File: src/rtl/riscv_ctrl_pkg.sv
// Shared types and encodings for the multicycle RV32I control FSM.
package riscv_ctrl_pkg;

    localparam int unsigned INSTRET_W = 32;

    typedef enum logic [3:0] {
        S_FETCH,
        S_DECODE,
        S_MEMADR,
        S_MEMREAD,
        S_MEMWB,
        S_MEMWRITE,
        S_EXECR,
        S_EXECI,
        S_LUI,
        S_ALUWB,
        S_BRANCH,
        S_JAL,
        S_JALR,
        S_LINKWB,
        S_ILLEGAL
    } state_t;

    localparam logic [6:0] OP_LOAD   = 7'b0000011;
    localparam logic [6:0] OP_STORE  = 7'b0100011;
    localparam logic [6:0] OP_RTYPE  = 7'b0110011;
    localparam logic [6:0] OP_ITYPE  = 7'b0010011;
    localparam logic [6:0] OP_BRANCH = 7'b1100011;
    localparam logic [6:0] OP_JAL    = 7'b1101111;
    localparam logic [6:0] OP_JALR   = 7'b1100111;
    localparam logic [6:0] OP_LUI    = 7'b0110111;
    localparam logic [6:0] OP_AUIPC  = 7'b0010111;

    localparam logic [1:0] SRCA_PC    = 2'b00;
    localparam logic [1:0] SRCA_OLDPC = 2'b01;
    localparam logic [1:0] SRCA_REG   = 2'b10;
    localparam logic [1:0] SRCA_ZERO  = 2'b11;

    localparam logic [1:0] SRCB_REG  = 2'b00;
    localparam logic [1:0] SRCB_IMM  = 2'b01;
    localparam logic [1:0] SRCB_FOUR = 2'b10;

    localparam logic [1:0] ALUOP_ADD = 2'b00;
    localparam logic [1:0] ALUOP_BR  = 2'b01;
    localparam logic [1:0] ALUOP_R   = 2'b10;
    localparam logic [1:0] ALUOP_I   = 2'b11;

    localparam logic [1:0] RES_ALUOUT = 2'b00;
    localparam logic [1:0] RES_DATA   = 2'b01;
    localparam logic [1:0] RES_DIRECT = 2'b10;

endpackage

File: src/rtl/branch_resolve.sv
// Branch condition evaluation from funct3 and the ALU compare flags.
module branch_resolve (
    input  logic [2:0] funct3,
    input  logic       zero,
    input  logic       lt,
    output logic       taken
);

    always_comb begin
        taken = 1'b0;
        case (funct3)
            3'b000:         taken = zero;
            3'b001:         taken = !zero;
            3'b100, 3'b110: taken = lt;
            3'b101, 3'b111: taken = !lt;
            default:        taken = 1'b0;
        endcase
    end

endmodule

File: src/rtl/multicycle_ctrl.sv
// Control FSM for the multicycle RV32I datapath, with retired-instruction counter.
module multicycle_ctrl
    import riscv_ctrl_pkg::*;
(
    input  logic                 clk,
    input  logic                 reset,
    input  logic [6:0]           opcode,
    input  logic [2:0]           funct3,
    input  logic                 zero,
    input  logic                 lt,
    input  logic                 mem_ready,
    output logic                 mem_req,
    output logic                 mem_write,
    output logic                 adr_src,
    output logic                 ir_write,
    output logic                 pc_write,
    output logic                 reg_write,
    output logic [1:0]           alu_src_a,
    output logic [1:0]           alu_src_b,
    output logic [1:0]           alu_op,
    output logic [1:0]           result_src,
    output logic                 illegal,
    output logic [INSTRET_W-1:0] instret
);

    state_t state;
    state_t next_state;
    logic   taken;

    branch_resolve u_branch_resolve (
        .funct3 (funct3),
        .zero   (zero),
        .lt     (lt),
        .taken  (taken)
    );

    always_ff @(posedge clk or posedge reset) begin
        if (reset) state <= S_FETCH;
        else       state <= next_state;
    end

    // An instruction retires when control returns to FETCH.
    always_ff @(posedge clk or posedge reset) begin
        if (reset)
            instret <= '0;
        else if (state != S_FETCH && next_state == S_FETCH)
            instret <= instret + INSTRET_W'(1);
    end

    always_ff @(posedge clk or posedge reset) begin
        if (reset)                       illegal <= 1'b0;
        else if (next_state == S_ILLEGAL) illegal <= 1'b1;
    end

    always_comb begin
        next_state = state;
        mem_req    = 1'b0;
        mem_write  = 1'b0;
        adr_src    = 1'b0;
        ir_write   = 1'b0;
        pc_write   = 1'b0;
        reg_write  = 1'b0;
        alu_src_a  = SRCA_PC;
        alu_src_b  = SRCB_REG;
        alu_op     = ALUOP_ADD;
        result_src = RES_ALUOUT;

        case (state)
            S_FETCH: begin
                mem_req    = 1'b1;
                alu_src_b  = SRCB_FOUR;
                result_src = RES_DIRECT;
                if (mem_ready) begin
                    ir_write   = 1'b1;
                    pc_write   = 1'b1;
                    next_state = S_DECODE;
                end
            end
            S_DECODE: begin
                alu_src_a = SRCA_OLDPC;
                alu_src_b = SRCB_IMM;
                case (opcode)
                    OP_LOAD, OP_STORE: next_state = S_MEMADR;
                    OP_RTYPE:          next_state = S_EXECR;
                    OP_ITYPE:          next_state = S_EXECI;
                    OP_BRANCH:         next_state = (funct3[2:1] == 2'b01) ? S_ILLEGAL : S_BRANCH;
                    OP_JAL:            next_state = S_JAL;
                    OP_JALR:           next_state = S_JALR;
                    OP_LUI:            next_state = S_LUI;
                    OP_AUIPC:          next_state = S_ALUWB;
                    default:           next_state = S_ILLEGAL;
                endcase
            end
            S_MEMADR: begin
                alu_src_a  = SRCA_REG;
                alu_src_b  = SRCB_IMM;
                next_state = (opcode == OP_LOAD) ? S_MEMREAD : S_MEMWRITE;
            end
            S_MEMREAD: begin
                mem_req = 1'b1;
                adr_src = 1'b1;
                if (mem_ready) next_state = S_MEMWB;
            end
            S_MEMWB: begin
                result_src = RES_DATA;
                reg_write  = 1'b1;
                next_state = S_FETCH;
            end
            S_MEMWRITE: begin
                mem_req   = 1'b1;
                mem_write = 1'b1;
                adr_src   = 1'b1;
                if (mem_ready) next_state = S_FETCH;
            end
            S_EXECR: begin
                alu_src_a  = SRCA_REG;
                alu_op     = ALUOP_R;
                next_state = S_ALUWB;
            end
            S_EXECI: begin
                alu_src_a  = SRCA_REG;
                alu_src_b  = SRCB_IMM;
                alu_op     = ALUOP_I;
                next_state = S_ALUWB;
            end
            S_LUI: begin
                alu_src_a  = SRCA_ZERO;
                alu_src_b  = SRCB_IMM;
                next_state = S_ALUWB;
            end
            S_ALUWB: begin
                reg_write  = 1'b1;
                next_state = S_FETCH;
            end
            S_BRANCH: begin
                alu_src_a  = SRCA_REG;
                alu_op     = ALUOP_BR;
                pc_write   = taken;
                next_state = S_FETCH;
            end
            S_JAL: begin
                pc_write   = 1'b1;
                next_state = S_LINKWB;
            end
            S_JALR: begin
                alu_src_a  = SRCA_REG;
                alu_src_b  = SRCB_IMM;
                result_src = RES_DIRECT;
                pc_write   = 1'b1;
                next_state = S_LINKWB;
            end
            S_LINKWB: begin
                alu_src_a  = SRCA_OLDPC;
                alu_src_b  = SRCB_FOUR;
                result_src = RES_DIRECT;
                reg_write  = 1'b1;
                next_state = S_FETCH;
            end
            S_ILLEGAL: next_state = S_ILLEGAL;
            default:   next_state = S_ILLEGAL;
        endcase

        // No strobe may escape while reset is held, even mid-stall.
        if (reset) begin
            mem_req   = 1'b0;
            mem_write = 1'b0;
            ir_write  = 1'b0;
            pc_write  = 1'b0;
            reg_write = 1'b0;
        end
    end

endmodule

File: config.mk
export PLATFORM = sky130hd
export DESIGN_NAME = multicycle_ctrl
export DESIGN_NICKNAME = d
export VERILOG_FILES = /design/src/rtl/riscv_ctrl_pkg.sv /design/src/rtl/branch_resolve.sv /design/src/rtl/multicycle_ctrl.sv
export SDC_FILE = /design/constraint.sdc
export NUM_CORES = 1
export LEC_CHECK = 0
export CAP_MARGIN = 20
export CORE_UTILIZATION = 49
export DETAILED_ROUTE_END_ITERATION = 10
export PLACE_DENSITY = 0.92
export SLEW_MARGIN = 5
export SYNTH_ARGS = -nofsm -noshare
export SYNTH_HDL_FRONTEND = slang
export SYNTH_SLANG_ARGS = --single-unit
File: constraint.sdc
create_clock -name clk -period 2.8 [get_ports clk]
set_clock_uncertainty 0.15 [all_clocks]
set_input_delay 0.7 -clock clk [delete_from_list [all_inputs] [get_ports clk]]
set_output_delay 0.7 -clock clk [all_outputs]
set_load 0.03 [all_outputs]
==> out/qor.yml, run 1 <==
die_w_um: 71.8
numCtsBuffers: 5
insertedDiodeCount: 0
leakage_nw: 1.73
p_seq_share_pct: 23.2
worst_pin_slew_ns: 0.467
ys_seq_area_share_pct: 38.8
grt_pass1_wl_um: 10600
grtUsageTotal_pct: 25.8
root_buffer: "clkbuf_8"
syn_area_um2: 2390
preCtsSetupSlack_ns: -0.524
drtIter0Drc: 211
finalSetupTns_ns: 0
wire_per_inst_um: 17.6
die_h_um: 71.8
cts_tree: "built"
core_um2: 4690
syn_inst: 262
hold_class: "register to register"
gp_congestion: 0.841
p_switching_mw: 1.60
critical_path.endpoint_type: "register"
cp_data_arrival_time_ns: 2.83
period_minus_slack_ns: 2.79
max_cap_violations: 0
synth-compound-area-share_pct: 11.1
pwr-share-clk_pct: 11.5
reg2reg_to: "instret[0]"
worst_slack_ns: 0.00598
viasPerCell: 5.96
holdWs_ns: 0.327
yosys.area_share.simple_pct: 32.4
avgSynthCellArea_um2: 9.11
fmax_mhz: 358
synth_fa_ha_area_share_pct: 0.524
r2r_cells: 8
htree_levels: 2
p_int_mw: 1.69
clk_path_buf_depth: 2
synthMuxAreaShare_pct: 0.472
cts.clk_slew.worst_paths_ns: 0.07
ant_nets: 0
fin_util_pct: 76.2
antenna_found_initial: 0
fin_nets: 359
slew_headroom_pct: 68.9
ys_warn_count: 0
io_pins: 62
yosys_most_used_dff: "dfrtp_1"
vias: 2365
hold_start: "illegal"
synthesis.nets: 278
max_stage_delay_ns: 0.40
critPathMaxFanout: 8
grt_start_max_net_pins: 38
cp-start-kind: "input pin"
grt_pass1_vias: 2293
status: "finished, final reports clean"
power.total_mw: 3.29
holdPathStages: 1
port-buffer-count: 61
grt.overflow.total: 0
fp-row-count: 25
worstPathRequired_ns: 2.83
yosys.cell_types.count: 52
synth-xor-area-share_pct: 12.5
die-area_um2: 5160
ir_drop_mv: 0.798
critPathKind: "input pin to register"
drt-pass1-iter-count: 4
cp_slowest_cell: "a211o_4"
place_hpwl_um: 4350
netSwitchingFraction_pct: 48.7
worstSkewPairLatency_ns: 0.29
r2r_start: "state[2]"
syn_to_final_growth_pct: 49.8
period_share_pct: 99.8
drive_gt1_share_pct: 23.9
pwr-share-comb_pct: 65.3
synth-seq-cells: 37
synthArstFlopShare_pct: 100
r2r_setup_slack_ns: 0.18
synth_edf_count: 0
slew_viol_final: 0
hold_buffers: 0
hold_violations: 0
clock_sinks: 37
path_cells: "clkdlybuf4s15_1 -> nand2_1 -> a2111o_1 -> a211o_1 -> a211o_4 -> buf_12 -> nor4_4 -> xor2_1"
power_density_nw_per_um2: 919
routed_wl_um: 6970
initial_utilization_pct: 50.9
synth_top_family_by_area: "simple AND/OR/NAND/NOR gates"
post-cts-setup-buffers: 0
hold_end: "illegal"
drc: 0
setup_viol: 0
-- cell usage after synthesis, types with 2 or more instances --
library cell	instances	share of area, %
dfrtp_1	37	39
xor2_1	32	12
nand2_1	25	3.9
nor3_1	25	5.2
nand3_1	15	3.1
nor2_1	12	1.9
o21ai_0	12	2.5
nor4_2	9	4.7
inv_1	8	1.3
clkbuf_1	7	1.1
nand4_1	6	1.6
and3_1	5	1.3
nand2b_1	5	1.3
a21oi_1	4	0.84
a21o_1	3	0.94
and4_1	3	1.1
buf_2	3	0.63
nor2b_1	3	0.79
nor4_1	3	0.79
o21a_1	3	0.94
or3_1	3	0.79
a211o_1	2	0.73
a211oi_1	2	0.63
a31o_2	2	0.73
and2_1	2	0.52
buf_1	2	0.31
nor3b_1	2	0.63
nor4b_1	2	0.73
xnor2_1	2	0.73
-- worst max-delay path: cells and delay by family --
family,cells,cell delay (ns)
compound gates,3,1.05
xor+xnor,1,0.27
buf+inv,2,0.43
simple gates,2,0.37
-- sequential cells by signal, indices dropped and copies added, names as in the netlist --
register / cells
state: 4
illegal: 1
instret: 32
-- through the flow --
stage	instances	instance area (µm²)
global placement	388	3200
detailed placement	388	3200
global route	397	3580
finish	397	3580
floorplan	262	2390
CTS	397	3450
-- layout by cell type (no fill, tap or decap), types with 2 or more instances in the layout --
cell type,Yosys,final
dfrtp_2,0,4
nand3_1,15,15
inv_1,8,8
buf_12,0,2
buf_16,0,2
and4_1,3,3
nand2b_1,5,5
dlymetal6s2s_1,0,7
a21o_1,3,3
xor2_1,32,32
o21ai_1,0,2
xnor2_1,2,2
buf_6,1,3
nand2_1,25,25
buf_4,1,24
clkdlybuf4s50_1,0,36
o21a_1,3,3
nor4_4,1,6
nor2_1,12,11
and2_1,2,2
nor2b_1,3,3
nor3_4,0,6
dfrtp_1,37,33
nand4_1,6,6
and3_1,5,5
or3_1,3,2
a211oi_1,2,2
a31o_2,2,2
nor3_2,0,5
a21oi_1,4,4
nor3_1,25,14
clkdlybuf4s15_1,0,2
dlygate4sd2_1,0,10
o21ai_0,12,10
nor4_2,9,6
clkbuf_8,0,6
-- final cells by class --
| class | count | area (µm²) |
|---|---|---|
| well taps | 54 | 67.6 |
| fillers | 307 | 1110 |
| clock buffers | 7 | 86.3 |
| inverters | 9 | 33.8 |
| flip-flops and latches | 37 | 931 |
| repair buffers | 88 | 885 |
| multi-input cells | 202 | 1570 |
-- cell families after synthesis --
family / count (synthesis)
flops: 37
simple gates: 128
buf+inv: 23
xor+xnor: 34
mux: 1
compound gates: 38
fa+ha+maj: 1
-- power groups by stage --
stage / Combinational (mW) / Sequential, mW / Clock, mW
floorplan: 1.06 / 0.754 / 0
global placement: 1.66 / 0.755 / 0
detailed placement: 1.70 / 0.759 / 0
CTS: 2.01 / 0.755 / 0.380
global route: 2.26 / 0.780 / 0.398
finish: 2.15 / 0.764 / 0.377
-- repair_timing --
| action | CTS | global route |
|---|---|---|
| gates resized for setup | 40 | 32 |
| pin swaps | 8 | 9 |
| hold endpoints to repair | 0 | 0 |
| endpoints found under the setup margin | 40 | 24 |
| gates cloned | 2 | 0 |
-- per-layer routing --
metal  up-vias  share of wire, %  global-route usage [%]
met5         -                 0                       0
met2       104                50                    44.4
met1      1135                41                    32.8
met4         0               3.7                    10.9
li1       1105                 -                       -
met3        21               5.9                    3.23
-- how the worst max path moves through the flow --
stage / from / to / slack [ns] / depth (start not counted)
3_3_place_gp: opcode[6] / instret[1] / -0.42 / 8
4_1_cts: lt / pc_write / -0.12 / 6
3_5_place_dp: opcode[6] / instret[3] / -0.52 / 9
2_1_floorplan: reset / pc_write / 0.06 / 2
5_1_grt: opcode[0] / instret[16] / -0.1 / 8
6_report: opcode[0] / instret[16] / 0.006 / 8
Power figures use the tool's default switching activity.
==> run 2: changes to the inputs <==
Settings changed: CORE_MARGIN from default to 3.
==> run 2 against run 1 <==
Maximum frequency up 0.97%. Combinational power up 11%. Flip-flop and latch count unchanged. Largest cell class unchanged.
==> out/qor.yml, run 2 (synthesized netlist as in run 1, its figures left out) <==
initial_utilization_pct: 52.6  # +1.8 points
slew_viol_final: 0  # unchanged
period_minus_slack_ns: 2.77  # -0.0270 ns
r2r_cells: 9  # +1
reg_top3: "instret x32, state x4, illegal x1"
numCtsBuffers: 5  # unchanged
worstSkewPairLatency_ns: 0.29  # about the same
design_area_um2: 3700  # +3.5%
insertedDiodeCount: 0  # unchanged
use_met3_pct: 5.94  # +2.7 points
die-area_um2: 5750  # +11%
fin_nets: 363  # +1.1%
r2r_setup_slack_ns: 0.12  # -0.06 ns
fillerInstances: 264  # -14%
wire_per_inst_um: 19.8  # +13%
final-seq-area_um2: 930  # -0.13%
multi_input_area_um2: 1640  # +3.9%
syn_to_final_growth_pct: 55.0
gp_congestion: 0.883  # +5.1%
htree_levels: 2  # unchanged
grt_use_met2_pct: 55.2  # +11 points
drc: 0  # unchanged
mostFrequentLayoutCell: "clkdlybuf4s50_1"
grt_pass1_vias: 2588  # +13%
met1_usage_pct: 35.2  # +2.4 points
cts_tree: "built"
drt-pass1-iter-count: 4  # unchanged
clock_sinks: 37  # unchanged
port-buffer-count: 61  # unchanged
worstPathRequired_ns: 2.87  # +0.04 ns
slew_headroom_pct: 66.1  # -2.8 points
mostFrequentLayoutCells: "clkdlybuf4s50_1, dfrtp_1, xor2_1"
core_um2: 4530  # -3.4%
place_hpwl_um: 4570  # +5.2%
hold_buffers: 0  # unchanged
hold_class: "register to register"
cp_data_arrival_time_ns: 2.83  # about the same
ir_drop_mv: 0.686  # -14%
hold_violations: 0  # unchanged
grt_start_max_net_pins: 38  # unchanged
largest_reg_flops: 32  # unchanged
critPathKind: "input pin to register"
io_pins: 62  # unchanged
drtIter0Drc: 133  # -37%
antenna_found_initial: 0  # unchanged
holdPathStages: 1  # unchanged
fin_util_pct: 81.6  # +5.4 points
viasPerCell: 6.01  # +0.88%
vias: 2482  # +4.9%
leakage_nw: 1.78  # +3.4%
period_share_pct: 98.8  # -0.96 points
top_register: "instret"
max_cap_violations: 0  # unchanged
die_w_um: 75.8  # +5.6%
gr-max-usage-layer: "met2"
clk_path_buf_depth: 2  # unchanged
fp-row-count: 24  # -4.0%
drive_gt1_share_pct: 25.9  # +2.0 points
critPathMaxFanout: 7  # -1
routed_wl_um: 8170  # +17%
r2r_start: "state[1]"
reg2reg_to: "instret[26]"
die_h_um: 75.8  # +5.6%
grtUsageTotal_pct: 30.4  # +4.6 points
grt.overflow.total: 0  # unchanged
setup_viol: 0  # unchanged
worst_pin_slew_ns: 0.501  # +0.0345 ns
root_buffer: "clkbuf_8"
critical_path.endpoint_type: "register"
power_density_nw_per_um2: 946  # +3.0%
status: "finished, final reports clean"
hold_end: "illegal"
ant_nets: 0  # unchanged
fmax_mhz: 361  # +0.97%
hold_start: "illegal"
cts.clk_slew.worst_paths_ns: 0.07  # about the same
rsz0062_at_grt: "false"
place_area_um2: 3240  # +1.1%
grt_pass1_wl_um: 13000  # +23%
cp-start-kind: "input pin"
[run 2: cell types whose count changed in the layout (fill, tap and decap cells not counted), sizes merged]
cell           delta
clkbuf            +1
dlymetal6s2s      +2
clkdlybuf4s15     -2
buf               +4
[run 2: layer usage]
metal / part of all wire (%) / up-vias
met1: 39 / 1224
met4: 2.2 / 0
li1: - / 1115
met3: 6.7 / 18
met2: 52 / 125
met5: 0 / -
[run 2: repair_timing]
action / CTS / global route
setup buffers: 1 / 1
cloned: 3 / 0
endpoints found under the setup margin: 41 / 38
gates resized for setup: 57 / 19
pin swaps: 24 / 14
[run 2: area by class of cell]
cell class                 instances  share of cell area (%)
timing repair buffer              92                    25.4
sequential                        37                    25.1
inverter                           9                   0.913
tap                               65                    2.20
clock buffer                       8                    2.16
multi-input combinational        202                    44.2
[run 2: critical path, stage by stage]
cell           delay (ns)
dlygate4sd2_1        0.24
o21a_1               0.17
a2111o_1             0.34
a211o_1              0.25
a211o_4              0.40
buf_12               0.18
nor4_4               0.34
xor2_1               0.20
[run 2: how the worst max path moves through the flow]
stage	cells after the start	startpoint	slack [ns]	end
after floorplan	2	reset	0.06	pc_write
after global placement	8	opcode[6]	-0.43	instret[1]
after detailed placement	8	opcode[6]	-0.53	instret[1]
after CTS	6	lt	-0.11	pc_write
after global routing	9	mem_ready	0.002	instret[16]
final	8	opcode[3]	0.03	instret[5]
[run 2: report_power, final]
| part | internal (mW) | leakage, nW | total [mW] | switching (mW) |
|---|---|---|---|---|
| clock | 0.177 | 0.0395 | 0.369 | 0.192 |
| combinational | 1.00 | 1.25 | 2.39 | 1.39 |
| sequential | 0.609 | 0.490 | 0.741 | 0.132 |
| total | 1.79 | 1.78 | 3.50 | 1.71 |
[run 2: through the flow]
stage	cells	total power, mW	worst slack [ns]	TNS [ns]	hold slack [ns]
3_5_place_dp	400	2.51	-0.529	-14.08	0.306
3_3_place_gp	400	2.46	-0.429	-11.41	0.313
5_1_grt	413	3.67	0.00188	0	0.356
6_report	413	3.50	0.0330	0	0.323
4_1_cts	412	3.40	-0.106	-0.130	0.325
2_1_floorplan	262	1.82	0.0617	0	0.499
==> run 3: changes to the inputs <==
Settings changed: CORE_UTILIZATION 49 to 40, PLACE_DENSITY 0.92 to 0.8.
==> run 3 against run 2 <==
Register-to-register slack about the same. Core utilization fell by 16 points. Largest cell class unchanged. Clock-buffer cell count fell by 1.
==> out/qor.yml, run 3 (synthesized netlist as in run 1, its figures left out) <==
critPathKind: "input pin to register"
critical_path.endpoint_type: "register"
grt_start_max_net_pins: 38  # unchanged
vias: 2416  # -2.7%
hold_end: "instret[31]"
root_buffer: "clkbuf_8"
largest_reg_flops: 32  # unchanged
p_int_mw: 1.81  # +1.3%
r2r_start: "state[2]"
fin_util_pct: 65.8  # -16 points
syn_to_final_growth_pct: 55.6
ir_drop_mv: 0.534  # -22%
clock_sinks: 37  # unchanged
initial_utilization_pct: 42.3  # -10 points
port-buffer-count: 61  # unchanged
drive_gt1_share_pct: 26.4  # +0.50 points
fin_nets: 365  # +0.55%
max_cap_violations: 0  # unchanged
power_density_nw_per_um2: 958  # +1.2%
numCtsBuffers: 5  # unchanged
power.total_mw: 3.56  # +1.6%
routed_wl_um: 7510  # -8.1%
htree_levels: 2  # unchanged
hold_violations: 0  # unchanged
grt_pass1_wl_um: 12300  # -5.6%
worstPathRequired_ns: 2.87  # about the same
cts_tree: "built"
pwr-share-clk_pct: 10.8  # +0.3 points
io_pins: 62  # unchanged
grt.overflow.total: 0  # unchanged
period_minus_slack_ns: 2.74  # -0.0277 ns
p_seq_share_pct: 20.8  # -0.4 points
reg2reg_to: "instret[30]"
grt_pass1_vias: 2479  # -4.2%
ant_nets: 0  # unchanged
gp_congestion: 0.825  # -6.6%
status: "finished, final reports clean"
die_h_um: 83.3  # +9.8%
drtIter0Drc: 121  # -9.0%
slew_viol_final: 0  # unchanged
r2r_setup_slack_ns: 0.13  # about the same
die_w_um: 83.3  # +9.8%
mostFrequentLayoutCells: "clkdlybuf4s50_1, dfrtp_1, xor2_1"
antenna_found_initial: 0  # unchanged
top_register: "instret"
hold_start: "instret[31]"
wire_per_inst_um: 17.8  # -9.9%
period_share_pct: 97.8  # -0.99 points
place_area_um2: 3250  # +0.35%
die-area_um2: 6930  # +21%
drt-pass1-iter-count: 4  # unchanged
clk_path_buf_depth: 2  # unchanged
holdPathStages: 1  # unchanged
reg_top3: "instret x32, state x4, illegal x1"
finalSetupTns_ns: 0  # unchanged
slew_headroom_pct: 68.4  # +2.3 points
pwr-share-comb_pct: 68.4  # about the same
design_area_um2: 3710  # +0.34%
cp_data_arrival_time_ns: 2.81  # -0.02 ns
setup_viol: 0  # unchanged
hold_class: "register to register"
fillerInstances: 434  # +64%
critPathMaxFanout: 8  # +1
leakage_nw: 1.78  # about the same
fmax_mhz: 365  # +1.0%
place_hpwl_um: 4700  # +2.9%
p_switching_mw: 1.75  # +1.9%
fp-row-count: 27  # +13%
worst_pin_slew_ns: 0.474  # -0.0268 ns
viasPerCell: 5.74  # -4.5%
holdWs_ns: 0.320  # -0.00238 ns
r2r_cells: 9  # unchanged
core_um2: 5640  # +24%
cts.clk_slew.worst_paths_ns: 0.07  # about the same
worstSkewPairLatency_ns: 0.30  # about the same
netSwitchingFraction_pct: 49.1  # +0.14 points
mostFrequentLayoutCell: "clkdlybuf4s50_1"
grtUsageTotal_pct: 21.5  # -8.9 points
cp-start-kind: "input pin"
insertedDiodeCount: 0  # unchanged
drc: 0  # unchanged
[run 3: what timing repair did]
item,4_1_cts,5_1_grt
gates cloned,3,2
setup endpoints to repair,41,34
pin swaps,4,16
gates resized for setup,52,26
hold buffers,0,0
buffers inserted,1,0
[run 3: layout make-up]
type	count	area [µm²]	area share [%]
multi-input combinational	202	1640	44.1
timing repair buffer	94	936	25.2
sequential	37	930	25.0
tap	72	90.1	2.43
clock buffer	7	86.3	2.32
inverter	9	33.8	0.910
[run 3: worst max-delay path by stage]
stage	start	to	cells after the start
2_1_floorplan	reset	pc_write	2
3_3_place_gp	opcode[3]	instret[1]	8
3_5_place_dp	opcode[4]	instret[11]	8
4_1_cts	lt	pc_write	6
5_1_grt	instret[8]	instret[30]	7
6_report	opcode[6]	instret[31]	9
[run 3: routing by layer]
layer  track usage, %  part of all wire [%]
met1             28.0                    43
met2             35.6                    49
met3             3.77                   5.8
met4             8.17                   2.2
met5                0                     0
[run 3: stage by stage]
| stage | cells | worst slack [ns] |
|---|---|---|
| 6_report | 421 | 0.0606 |
| 5_1_grt | 421 | -0.0192 |
| 4_1_cts | 420 | -0.0790 |
| 3_5_place_dp | 409 | -0.524 |
| 3_3_place_gp | 409 | -0.467 |
| 2_1_floorplan | 262 | 0.0617 |
[run 3: power by group through the flow]
stage	Clock [mW]	Sequential [mW]	Combinational, mW
floorplan	0	0.754	1.06
global placement	0	0.740	1.74
detailed placement	0	0.743	1.77
CTS	0.387	0.737	2.33
global route	0.413	0.761	2.57
finish	0.385	0.741	2.43
[run 3: critical path, stage by stage]
cell and delay [ns]:
dlygate4sd2_1 0.25, buf_4 0.15, nor2b_1 0.12, a2111o_1 0.28
a211o_1 0.24, a211o_4 0.39, buf_12 0.17, nor4_4 0.31
xor2_1 0.18
